$ cat src/rtl/vram_arbiter_pkg.sv
// Shared types and default widths for the VRAM arbiter and its CPU write buffer.
// The statistics counters in the top are built only with VRAM_STATS_EN defined.
package vram_pkg;

  localparam int ADDR_W_DEF     = 16;
  localparam int DATA_W_DEF     = 32;
  localparam int FIFO_DEPTH_DEF = 4;
  localparam int MAX_WAIT_DEF   = 8;

  typedef enum logic [1:0] {
    GNT_NONE = 2'd0,
    GNT_VGA  = 2'd1,
    GNT_CPU  = 2'd2
  } grant_t;

  typedef enum logic {
    NORMAL   = 1'b0,
    FORCE_WR = 1'b1
  } arb_state_t;

  typedef struct packed {
    logic [ADDR_W_DEF-1:0] addr;
    logic [DATA_W_DEF-1:0] data;
  } wr_req_t;

endpackage

$ cat src/rtl/vram_arbiter_wr_fifo.sv
// CPU write buffer: head visible combinationally, push/pop take effect on the next edge.
// Push is refused while the registered count is full, even if the same cycle pops.
module wr_fifo
  import vram_pkg::*;
#(
  parameter int DEPTH = FIFO_DEPTH_DEF,
  parameter int CNT_W = $clog2(DEPTH) + 1
) (
  input  logic             clk,
  input  logic             rst_n,
  input  logic             push_i,
  input  wr_req_t          push_dat_i,
  input  logic             pop_i,
  output wr_req_t          head_dat_o,
  output logic             full_o,
  output logic             empty_o,
  output logic [CNT_W-1:0] count_o
);

  localparam int PTR_W = $clog2(DEPTH);

  wr_req_t          mem_q [DEPTH];
  logic [PTR_W-1:0] wr_ptr_q;
  logic [PTR_W-1:0] rd_ptr_q;
  logic [CNT_W-1:0] count_q;
  logic             do_push;
  logic             do_pop;

  assign full_o  = (count_q == CNT_W'(DEPTH));
  assign empty_o = (count_q == '0);
  assign count_o = count_q;
  assign do_push = push_i && !full_o;
  assign do_pop  = pop_i && !empty_o;

  always_ff @(posedge clk or negedge rst_n) begin
    if (!rst_n) begin
      wr_ptr_q <= '0;
      rd_ptr_q <= '0;
      count_q  <= '0;
    end else begin
      if (do_push) wr_ptr_q <= wr_ptr_q + PTR_W'(1);
      if (do_pop)  rd_ptr_q <= rd_ptr_q + PTR_W'(1);
      count_q <= count_q + CNT_W'(do_push) - CNT_W'(do_pop);
    end
  end

  // Storage needs no reset: entries are only read once counted valid.
  always_ff @(posedge clk) begin
    if (do_push) mem_q[wr_ptr_q] <= push_dat_i;
  end

  assign head_dat_o = mem_q[rd_ptr_q];

endmodule

$ cat src/rtl/vram_arbiter.sv
// Single-port VRAM shared by scanout reads (priority) and buffered CPU writes; read data returns
// one cycle after grant. Optional stat_* counters are built when VRAM_STATS_EN is defined.
module vram_arbiter
  import vram_pkg::*;
#(
  parameter int ADDR_W     = ADDR_W_DEF,
  parameter int DATA_W     = DATA_W_DEF,
  parameter int FIFO_DEPTH = FIFO_DEPTH_DEF,
  parameter int MAX_WAIT   = MAX_WAIT_DEF
) (
  input  logic              clk,
  input  logic              reset,
  input  logic              cpu_we,
  input  logic [ADDR_W-1:0] cpu_addr,
  input  logic [DATA_W-1:0] cpu_wdata,
  output logic              cpu_stall,
  input  logic              vga_req,
  input  logic [ADDR_W-1:0] vga_addr,
  output logic [DATA_W-1:0] vga_rdata,
  output logic              vga_rvalid,
  output logic              vga_miss,
  output logic              overflow,
  output logic              mem_en,
  output logic              mem_we,
  output logic [ADDR_W-1:0] mem_addr,
  output logic [DATA_W-1:0] mem_wdata,
  input  logic [DATA_W-1:0] mem_rdata
`ifdef VRAM_STATS_EN
  ,
  output logic [31:0]       stat_vga_rd,
  output logic [31:0]       stat_cpu_wr,
  output logic [31:0]       stat_forced
`endif
);

  localparam int CNT_W  = $clog2(FIFO_DEPTH) + 1;
  localparam int WAIT_W = $clog2(MAX_WAIT) + 1;

  arb_state_t        state_q;
  logic [WAIT_W-1:0] wait_q;
  logic              vga_miss_q;
  logic              vga_rvalid_q;
  logic [DATA_W-1:0] rdata_hold_q;
  logic              overflow_q;

  grant_t            grant;
  wr_req_t           push_dat;
  wr_req_t           head_dat;
  logic              fifo_full;
  logic              fifo_empty;
  logic [CNT_W-1:0]  fifo_count;
  logic              starve;

  assign push_dat = '{addr: cpu_addr, data: cpu_wdata};

  wr_fifo #(
    .DEPTH (FIFO_DEPTH),
    .CNT_W (CNT_W)
  ) u_wr_fifo (
    .clk        (clk),
    .rst_n      (reset),
    .push_i     (cpu_we),
    .push_dat_i (push_dat),
    .pop_i      (grant == GNT_CPU),
    .head_dat_o (head_dat),
    .full_o     (fifo_full),
    .empty_o    (fifo_empty),
    .count_o    (fifo_count)
  );

  assign cpu_stall = (fifo_count == CNT_W'(FIFO_DEPTH));

  // Reset also masks the grant so the RAM port is quiet while reset is held.
  always_comb begin
    grant = GNT_NONE;
    if (!reset) begin
      grant = GNT_NONE;
    end else if (state_q == FORCE_WR) begin
      grant = fifo_empty ? GNT_NONE : GNT_CPU;
    end else if (vga_req) begin
      grant = GNT_VGA;
    end else if (!fifo_empty) begin
      grant = GNT_CPU;
    end
  end

  always_comb begin
    mem_en    = 1'b0;
    mem_we    = 1'b0;
    mem_addr  = '0;
    mem_wdata = '0;
    case (grant)
      GNT_VGA: begin
        mem_en   = 1'b1;
        mem_addr = vga_addr;
      end
      GNT_CPU: begin
        mem_en    = 1'b1;
        mem_we    = 1'b1;
        mem_addr  = head_dat.addr;
        mem_wdata = head_dat.data;
      end
      default: ;
    endcase
  end

  assign starve = fifo_full && (grant == GNT_VGA);

  always_ff @(posedge clk or negedge reset) begin
    if (!reset) begin
      state_q    <= NORMAL;
      wait_q     <= '0;
      vga_miss_q <= 1'b0;
    end else begin
      case (state_q)
        NORMAL: begin
          vga_miss_q <= 1'b0;
          if (starve) begin
            if (wait_q == WAIT_W'(MAX_WAIT - 1)) begin
              state_q <= FORCE_WR;
              wait_q  <= '0;
            end else begin
              wait_q <= wait_q + WAIT_W'(1);
            end
          end else begin
            wait_q <= '0;
          end
        end
        FORCE_WR: begin
          state_q    <= NORMAL;
          wait_q     <= '0;
          vga_miss_q <= vga_req;
        end
        default: begin
          state_q    <= NORMAL;
          wait_q     <= '0;
          vga_miss_q <= 1'b0;
        end
      endcase
    end
  end

  always_ff @(posedge clk or negedge reset) begin
    if (!reset) begin
      vga_rvalid_q <= 1'b0;
      rdata_hold_q <= '0;
      overflow_q   <= 1'b0;
    end else begin
      vga_rvalid_q <= (grant == GNT_VGA);
      if (vga_rvalid_q)        rdata_hold_q <= mem_rdata;
      if (cpu_we && cpu_stall) overflow_q   <= 1'b1;
    end
  end

  // RAM data is passed straight through on the return cycle, then held.
  assign vga_rdata  = vga_rvalid_q ? mem_rdata : rdata_hold_q;
  assign vga_rvalid = vga_rvalid_q;
  assign vga_miss   = vga_miss_q;
  assign overflow   = overflow_q;

`ifdef VRAM_STATS_EN
  logic [31:0] stat_vga_rd_q;
  logic [31:0] stat_cpu_wr_q;
  logic [31:0] stat_forced_q;

  always_ff @(posedge clk or negedge reset) begin
    if (!reset) begin
      stat_vga_rd_q <= '0;
      stat_cpu_wr_q <= '0;
      stat_forced_q <= '0;
    end else begin
      if (grant == GNT_VGA)     stat_vga_rd_q <= stat_vga_rd_q + 32'd1;
      if (grant == GNT_CPU)     stat_cpu_wr_q <= stat_cpu_wr_q + 32'd1;
      if (state_q == FORCE_WR)  stat_forced_q <= stat_forced_q + 32'd1;
    end
  end

  assign stat_vga_rd = stat_vga_rd_q;
  assign stat_cpu_wr = stat_cpu_wr_q;
  assign stat_forced = stat_forced_q;
`endif

endmodule
$ cat config.mk
export PLATFORM = sky130hd
export DESIGN_NAME = vram_arbiter
export DESIGN_NICKNAME = d
export VERILOG_FILES = /design/src/rtl/vram_arbiter_pkg.sv /design/src/rtl/vram_arbiter_wr_fifo.sv /design/src/rtl/vram_arbiter.sv
export SDC_FILE = /design/constraint.sdc
export NUM_CORES = 1
export LEC_CHECK = 0
export ABC_AREA = 1
export CORE_MARGIN = 1
export CORE_UTILIZATION = 46
export DETAILED_ROUTE_END_ITERATION = 12
export GPL_TIMING_DRIVEN = 1
export MAX_ROUTING_LAYER = met4
export PLACE_DENSITY = 0.71
export SKIP_CTS_REPAIR_TIMING = 1
export SLEW_MARGIN = 20
export SYNTH_ARGS = -nofsm -noshare
export SYNTH_HDL_FRONTEND = slang
export SYNTH_HIERARCHICAL = 1
export SYNTH_SLANG_ARGS = --single-unit
$ cat constraint.sdc
create_clock -name clk -period 4.4 [get_ports clk]
set_input_delay 0.88 -clock clk [delete_from_list [all_inputs] [get_ports clk]]
set_output_delay 0.88 -clock clk [all_outputs]
set_load 0.03 [all_outputs]
==> impl_metrics.py, run 1 <==
metrics = {
    "synth": {
        "synth.cells.most_frequent": "nand2_1 (255), edfxtp_1 (192), inv_1 (136)",
        "postSynth.asyncResetShare_pct": 19.7,
        "netlist_instances": 966,
        "synth-edff-count": 192,
        "synth_warnings": 6,
        "synth_largest_area_cell": "edfxtp_1",
        "most_common_cell_in_the_synthesized_netlist": "nand2_1",
        "count_of_distinct_cell_types_in_the_synthesized_netlist": 26,
        "ys_seq_area_share_pct": 67.3,
        "synthFlopType": "edfxtp_1",
        "synth_nets": 1078,
        "synth.area.top_cells": "edfxtp_1 (56%), dfrtp_1 (11%), nand2_1 (9.3%), inv_1 (4.9%), nor2_1 (3.9%)",
        "synth.top_cell.area_share_pct": 55.9,
        "netlist_area_pre_place_sq_mm": 0.0103,
        "syn_area_per_cell_sq_um": 10.7,
        "synth.ff_latch_count": 239,
    },
    "routing": {
        "detail_route.vias_per_cell": 4.73,
        "detail_route.wirelength_um": 21000,
        "detailedRoute.firstIterationViolations": 378,
        "route.detailed.drc": 0,
        "dr.pass1.iters": 4,
        "vias": 6836,
        "avg_wl_per_cell_um": 14.5,
        "ant_nets": 0,
    },
    "sta": {
        "finalHoldViolCount": 0,
        "final-max-slew-violation-count": 0,
        "final.period_utilization_pct": 88.7,
        "fin_ws_ps": 496,
        "rsz_0062_raised_after_global_routing": "no",
        "max-slew-margin-rel_pct": 44.4,
        "clock.fmax_mhz": 256,
        "layout_min_cycle_time_ps": 3900,
        "worstMarginPinSlew_ps": 834,
        "fin_tns_setup_ps": 0,
        "setup_violations": 0,
        "timing.clock.skew_ps": 15.3,
    },
    "setup_path": {
        "critical_path_buf_inv_count": 2,
        "path_class": "flip-flop to primary output",
        "startpoint": "u_wr_fifo/rd_ptr_q[0]",
        "cp_slowest_cell": "dfrtp_4",
        "r2r.worst_path.cells": 15,
        "cp_data_arrival_time_ps": 3020,
        "cp-end-kind": "primary output",
        "timing.critical_path.fanout_max": 82,
        "crit_path_start_kind": "flip-flop",
        "data_required_time_of_the_critical_path_ps": 3520,
        "critPathMaxStageDelay_ps": 940,
        "path_delay_family": "flip-flops",
        "timing.rr.start": "u_wr_fifo/count_o[1]",
        "path_depth": 8,
        "worstPathCellList": "buf_4 -> nor2_1 -> nor2_1 -> o21ai_0 -> nand2_1 -> nand2_1 -> a21oi_1 -> buf_4",
    },
    "global_routing": {
        "grt_overflow": 0,
        "first_pass_grt_wire_length_um": 32800,
        "number_of_antenna_violations_at_the_first_check_in_global_routing": 1,
        "grt_util_all_layers_pct": 19.3,
        "grt_pass1_vias": 6449,
        "grt_start_max_net_pins": 83,
    },
    "floorplan": {
        "initial_core_util_pct": 47.1,
        "floorplan.die.height_um": 152,
        "fp.dieArea_sq_mm": 0.0230,
        "pin_count": 186,
        "placementRows": 54,
        "placeableCoreArea_sq_mm": 0.0219,
        "die_w_um": 152,
    },
    "cts": {
        "tritoncts.num_buffers": 25,
        "cts-htree-levels": 1,
        "tritoncts": "yes",
        "clockBufferDepth": 3,
        "cts-root-buf": "clkbuf_16",
        "clk_latency_ps": 530,
        "clkTransAtPathRegs_ps": 60,
        "clock-sinks": 239,
    },
    "place": {
        "placement.setup.worst_slack_ps": 664,
        "gpl.final_weighted_congestion": 0.731,
        "port_buffers": 185,
        "hpwlAfterDp_um": 13200,
        "placed_cells_incl_taps": 1400,
    },
    "min_path": {
        "holdCritStartpoint": "overflow",
        "hold_path_class": "flip-flop to flip-flop",
        "whs_path_depth": 2,
    },
    "pwr": {
        "power.ir.vdd_worst_mv": 0.383,
        "power.density_mw_per_mm2": 573,
        "leakage_nw": 5.54,
    },
    "finish": {
        "stdcell_count": 1446,
        "layout.nets": 1259,
        "synthToLayoutAreaGrowth_pct": 26.5,
        "drive_above_1_share_pct": 13.9,
    },
    "run": {
        "timing.max_cap.violations": 0,
    },
    "run_status": {
        "run_status": "completed",
    },
}
[path summary, 6_finish.rpt]
path / to / slack [ps]
max reg2reg: u_wr_fifo/count_o[2] / 1450
min reg2reg: overflow / 470
max in group asynchronous: u_wr_fifo/rd_ptr_q[0] / 3470
max: mem_addr[5] / 500
min in group asynchronous: u_wr_fifo/count_o[1] / 480
min: overflow / 470
[routing by layer]
layer	GRT usage, %	routed length (um)	up-vias
met1	24.0	8830	3176
met3	3.11	1160	29
met2	32.9	10600	158
met5	-	0	-
li1	-	-	3473
met4	4.80	405	0
[cell usage in the layout (no fill, tap or decap)]
| cell type | netlist | layout |
|---|---|---|
| dfrtp_1 | 47 | 45 |
| buf_2 | 16 | 1 |
| clkinv_2 | 0 | 9 |
| nand2_1 | 255 | 255 |
| inv_16 | 0 | 1 |
| nor3b_1 | 1 | 1 |
| o21ai_0 | 75 | 75 |
| nand4_1 | 1 | 1 |
| clkbuf_1 | 7 | 4 |
| clkinv_1 | 0 | 2 |
| bufinv_16 | 0 | 2 |
| nand3_1 | 7 | 7 |
| a21oi_2 | 10 | 10 |
| edfxtp_1 | 192 | 192 |
| nand2_2 | 12 | 12 |
| o21ai_1 | 26 | 26 |
| dfrtp_4 | 0 | 2 |
| buf_4 | 2 | 61 |
| buf_12 | 1 | 4 |
| nand3b_1 | 1 | 1 |
| inv_1 | 136 | 136 |
| clkinvlp_4 | 0 | 1 |
| ha_1 | 11 | 11 |
| inv_6 | 0 | 1 |
| inv_2 | 2 | 1 |
| xnor2_1 | 1 | 1 |
| fa_1 | 1 | 1 |
| clkinvlp_2 | 0 | 1 |
| a21oi_1 | 6 | 6 |
| nor2_1 | 108 | 104 |
| o21ai_2 | 27 | 27 |
| clkbuf_16 | 0 | 25 |
| nor2_4 | 0 | 4 |
| diode_2 | 0 | 1 |
| clkdlybuf4s50_1 | 0 | 135 |
[flip-flops by register name, indices dropped and copies added, names as in the netlist]
| signal | count |
|---|---|
| u_wr_fifo/wr_ptr_q | 2 |
| wait_q | 4 |
| rdata_hold_q | 32 |
| u_wr_fifo/mem_q | 192 |
| vga_rvalid | 1 |
| overflow | 1 |
| state_q | 1 |
| u_wr_fifo/count_o | 3 |
| vga_miss | 1 |
| u_wr_fifo/rd_ptr_q | 2 |
[layout make-up]
cell class / count / area [sq um]
clock buffers: 29 / 641
repair buffers: 201 / 1890
inverters: 138 / 519
diodes: 1 / 2.50
flip-flops and latches: 239 / 6950
clock inverters: 16 / 149
multi-input cells: 542 / 2550
fillers: 1796 / 8840
well taps: 280 / 350
[per-stage QoR]
stage          power (mW)  instance area [sq um]  utilization, %  hold slack, ps
6_report             7.48                  13100            59.6             471
5_1_grt              7.96                  13100            59.6             510
4_1_cts              7.56                  13100            59.6             473
3_5_place_dp         5.53                  12300            56.0             458
3_3_place_gp         5.48                  12300            56.0             450
2_1_floorplan        4.76                  10300               -             431
[power by group]
part           internal [mW]  leakage (nW)  switching, mW
registers               2.93          2.34          0.220
logic                  0.789          2.81           1.53
clock network           1.17         0.390          0.845
total                   4.88          5.54           2.59
[logic make-up (layout without fill, tap and decap cells)]
kind of cell | Yosys count | after routing | share of synthesized area [%]
flops | 239 | 239 | 67.3
compound gates | 144 | 144 | 8.33
buf+inv | 185 | 384 | 8.28
simple gates | 385 | 385 | 14.5
fa+ha+maj | 12 | 12 | 1.53
xor+xnor | 1 | 1 | 0.0849
other cells | 0 | 1 | 0
[worst register-to-register path, stage by stage (launching register included)]
cell and delay [ps]:
dfrtp_1 390, nor2_1 80, nand2_1 160, inv_1 60
nor2_1 90, nand2_1 90, inv_1 90, ha_1 670
nand2_1 150, inv_1 90, ha_1 120, inv_1 40
ha_1 200, fa_1 420, nand3b_1 170, nand2_1 70
Note: power is estimated with default switching activity, not from simulation.
==> run 2, diff against run 1 <==
--- a/config.mk
+++ b/config.mk
@@ -7,14 +7,15 @@
 export LEC_CHECK = 0
 export ABC_AREA = 1
 export CORE_MARGIN = 1
-export CORE_UTILIZATION = 46
+export CORE_UTILIZATION = 53
 export DETAILED_ROUTE_END_ITERATION = 12
 export GPL_TIMING_DRIVEN = 1
 export MAX_ROUTING_LAYER = met4
-export PLACE_DENSITY = 0.71
+export PLACE_DENSITY = 0.8
 export SKIP_CTS_REPAIR_TIMING = 1
 export SLEW_MARGIN = 20
 export SYNTH_ARGS = -nofsm -noshare
 export SYNTH_HDL_FRONTEND = slang
 export SYNTH_HIERARCHICAL = 1
 export SYNTH_SLANG_ARGS = --single-unit
+export TNS_END_PERCENT = 5
==> run 2 against run 1 <==
  * Critical path depth down 2
  * Die area down 13%
  * Setup slack worse by 31 ps
  * Routed wire length down 3.8%
  * Worst hold slack worse by 1.9 ps
  * Cell count down 1.4%
  * Clock power down 5%
  * Clock skew down 3.2 ps
  * Critical endpoint is now mem_we
==> impl_metrics.py, run 2 (same netlist as run 1, synthesis figures left out) <==
metrics = {
    "run_status": {
        "run_status": "completed",
    },
    "finish": {
        "synthToLayoutAreaGrowth_pct": 25.9,
        "stdcell_area_sq_mm": 0.0130,
        "fillerInstances": 1370,
        "final-seq-area_sq_mm": 0.00695,
        "largestRegisters": "u_wr_fifo/mem_q x192, rdata_hold_q x32, wait_q x4",
        "regMostFlops": "u_wr_fifo/mem_q",
        "most-common-layout-cells": "nand2_1 (255), edfxtp_1 (192), inv_1 (136), clkdlybuf4s50_1 (136), nor2_1 (104)",
        "layout.cells.most_common": "nand2_1",
        "layout.nets": 1260,
        "number_of_flip_flops_under_the_largest_register_name": 192,
        "multi_input_area_sq_mm": 0.00255,
        "drive_above_1_share_pct": 13.7,
    },
    "place": {
        "gpl.final_weighted_congestion": 0.789,
        "port_buffers": 185,
        "placedInstanceArea_sq_mm": 0.0122,
        "hpwlAfterDp_um": 12800,
    },
    "sta": {
        "worstMarginPinSlew_ps": 926,
        "final-max-slew-violation-count": 0,
        "rsz_0062_raised_after_global_routing": "no",
        "layout_min_cycle_time_ps": 3930,
        "final.period_utilization_pct": 89.4,
        "finalHoldViolCount": 0,
        "setup_violations": 0,
        "max-slew-margin-rel_pct": 38.3,
        "clock.fmax_mhz": 254,
        "timing.clock.skew_ps": 12.2,
        "fin_tns_setup_ps": 0,
    },
    "global_routing": {
        "first_pass_grt_wire_length_um": 32500,
        "grt_util_all_layers_pct": 21.5,
        "number_of_antenna_violations_at_the_first_check_in_global_routing": 1,
        "grt_pass1_vias": 6746,
        "grt_start_max_net_pins": 88,
        "grt_overflow": 0,
    },
    "cts": {
        "tritoncts.num_buffers": 24,
        "tritoncts": "yes",
        "clockBufferDepth": 3,
        "clkTransAtPathRegs_ps": 60,
        "cts-root-buf": "clkbuf_16",
        "clk_latency_ps": 510,
        "clock-sinks": 239,
        "cts-htree-levels": 1,
    },
    "floorplan": {
        "floorplan.die.height_um": 142,
        "pin_count": 186,
        "initial_core_util_pct": 54.6,
        "placeableCoreArea_sq_mm": 0.0189,
        "placementRows": 50,
        "die_w_um": 142,
        "fp.dieArea_sq_mm": 0.0200,
    },
    "setup_path": {
        "timing.critical_path.fanout_max": 20,
        "cp-end-kind": "primary output",
        "data_required_time_of_the_critical_path_ps": 3520,
        "cp_data_arrival_time_ps": 3050,
        "crit_path_start_kind": "input pin",
        "path_class": "input pin to primary output",
        "r2r.worst_path.cells": 15,
    },
    "routing": {
        "detailedRoute.firstIterationViolations": 398,
        "ant_nets": 0,
        "dr.pass1.iters": 5,
        "vias": 6960,
        "detail_route.vias_per_cell": 4.88,
        "route.detailed.drc": 0,
        "avg_wl_per_cell_um": 14.1,
        "detail_route.wirelength_um": 20200,
    },
    "run": {
        "timing.max_cap.violations": 0,
    },
    "pwr": {
        "power.density_mw_per_mm2": 567,
        "total_power_mw": 7.37,
        "power.ir.vdd_worst_mv": 0.408,
        "leakage_nw": 5.53,
    },
    "min_path": {
        "whs_path_depth": 2,
        "hold_path_class": "flip-flop to flip-flop",
    },
}
==> run 2: path summary, 6_finish.rpt <==
check	startpoint	endpoint	slack, ps
worst min register to register	state_q	vga_miss	470
worst max-delay path	vga_req	mem_we	470
worst min-delay path	state_q	vga_miss	470
max in group asynchronous	reset	u_wr_fifo/rd_ptr_q[0]	3440
worst max register to register	u_wr_fifo/count_o[1]	u_wr_fifo/count_o[2]	1500
min in group asynchronous	reset	rdata_hold_q[8]	490
==> run 2: metal layers <==
layer	GRT usage (%)	up-vias	share of wire [%]	wire, um
met1	25.3	3224	41	8210
met5	-	-	0	0
met4	7.30	0	3.0	599
met2	37.6	216	50	10200
li1	-	3477	-	-
met3	3.37	43	6.0	1210
==> run 2: final cells by class <==
type	instances	area share [%]
multi-input combinational	542	19.6
clock buffer	30	5.19
tap	260	2.50
antenna	1	0.0193
clock inverter	13	0.665
sequential	239	53.5
timing repair buffer	203	14.5
inverter	138	4.00
==> run 2: through the flow <==
stage	utilization [%]	setup slack, ps	std cells	hold slack [ps]
2_1_floorplan	-	901	966	431
3_3_place_gp	64.7	479	1382	457
3_5_place_dp	64.7	458	1382	446
4_1_cts	68.7	454	1425	468
5_1_grt	68.8	294	1426	501
6_report	68.8	465	1426	469
==> run 2: critical path, stage by stage <==
cell and delay (ps):
clkdlybuf4s50_1 420, nand2_1 90, nand2_1 90, inv_1 90, ha_1 660, clkdlybuf4s50_1 820
==> run 2: power by group <==
part | total, mW | switching (mW) | internal [mW]
sequential | 3.12 | 0.191 | 2.93
combinational | 2.33 | 1.54 | 0.789
clock | 1.91 | 0.777 | 1.14
total | 7.37 | 2.51 | 4.85
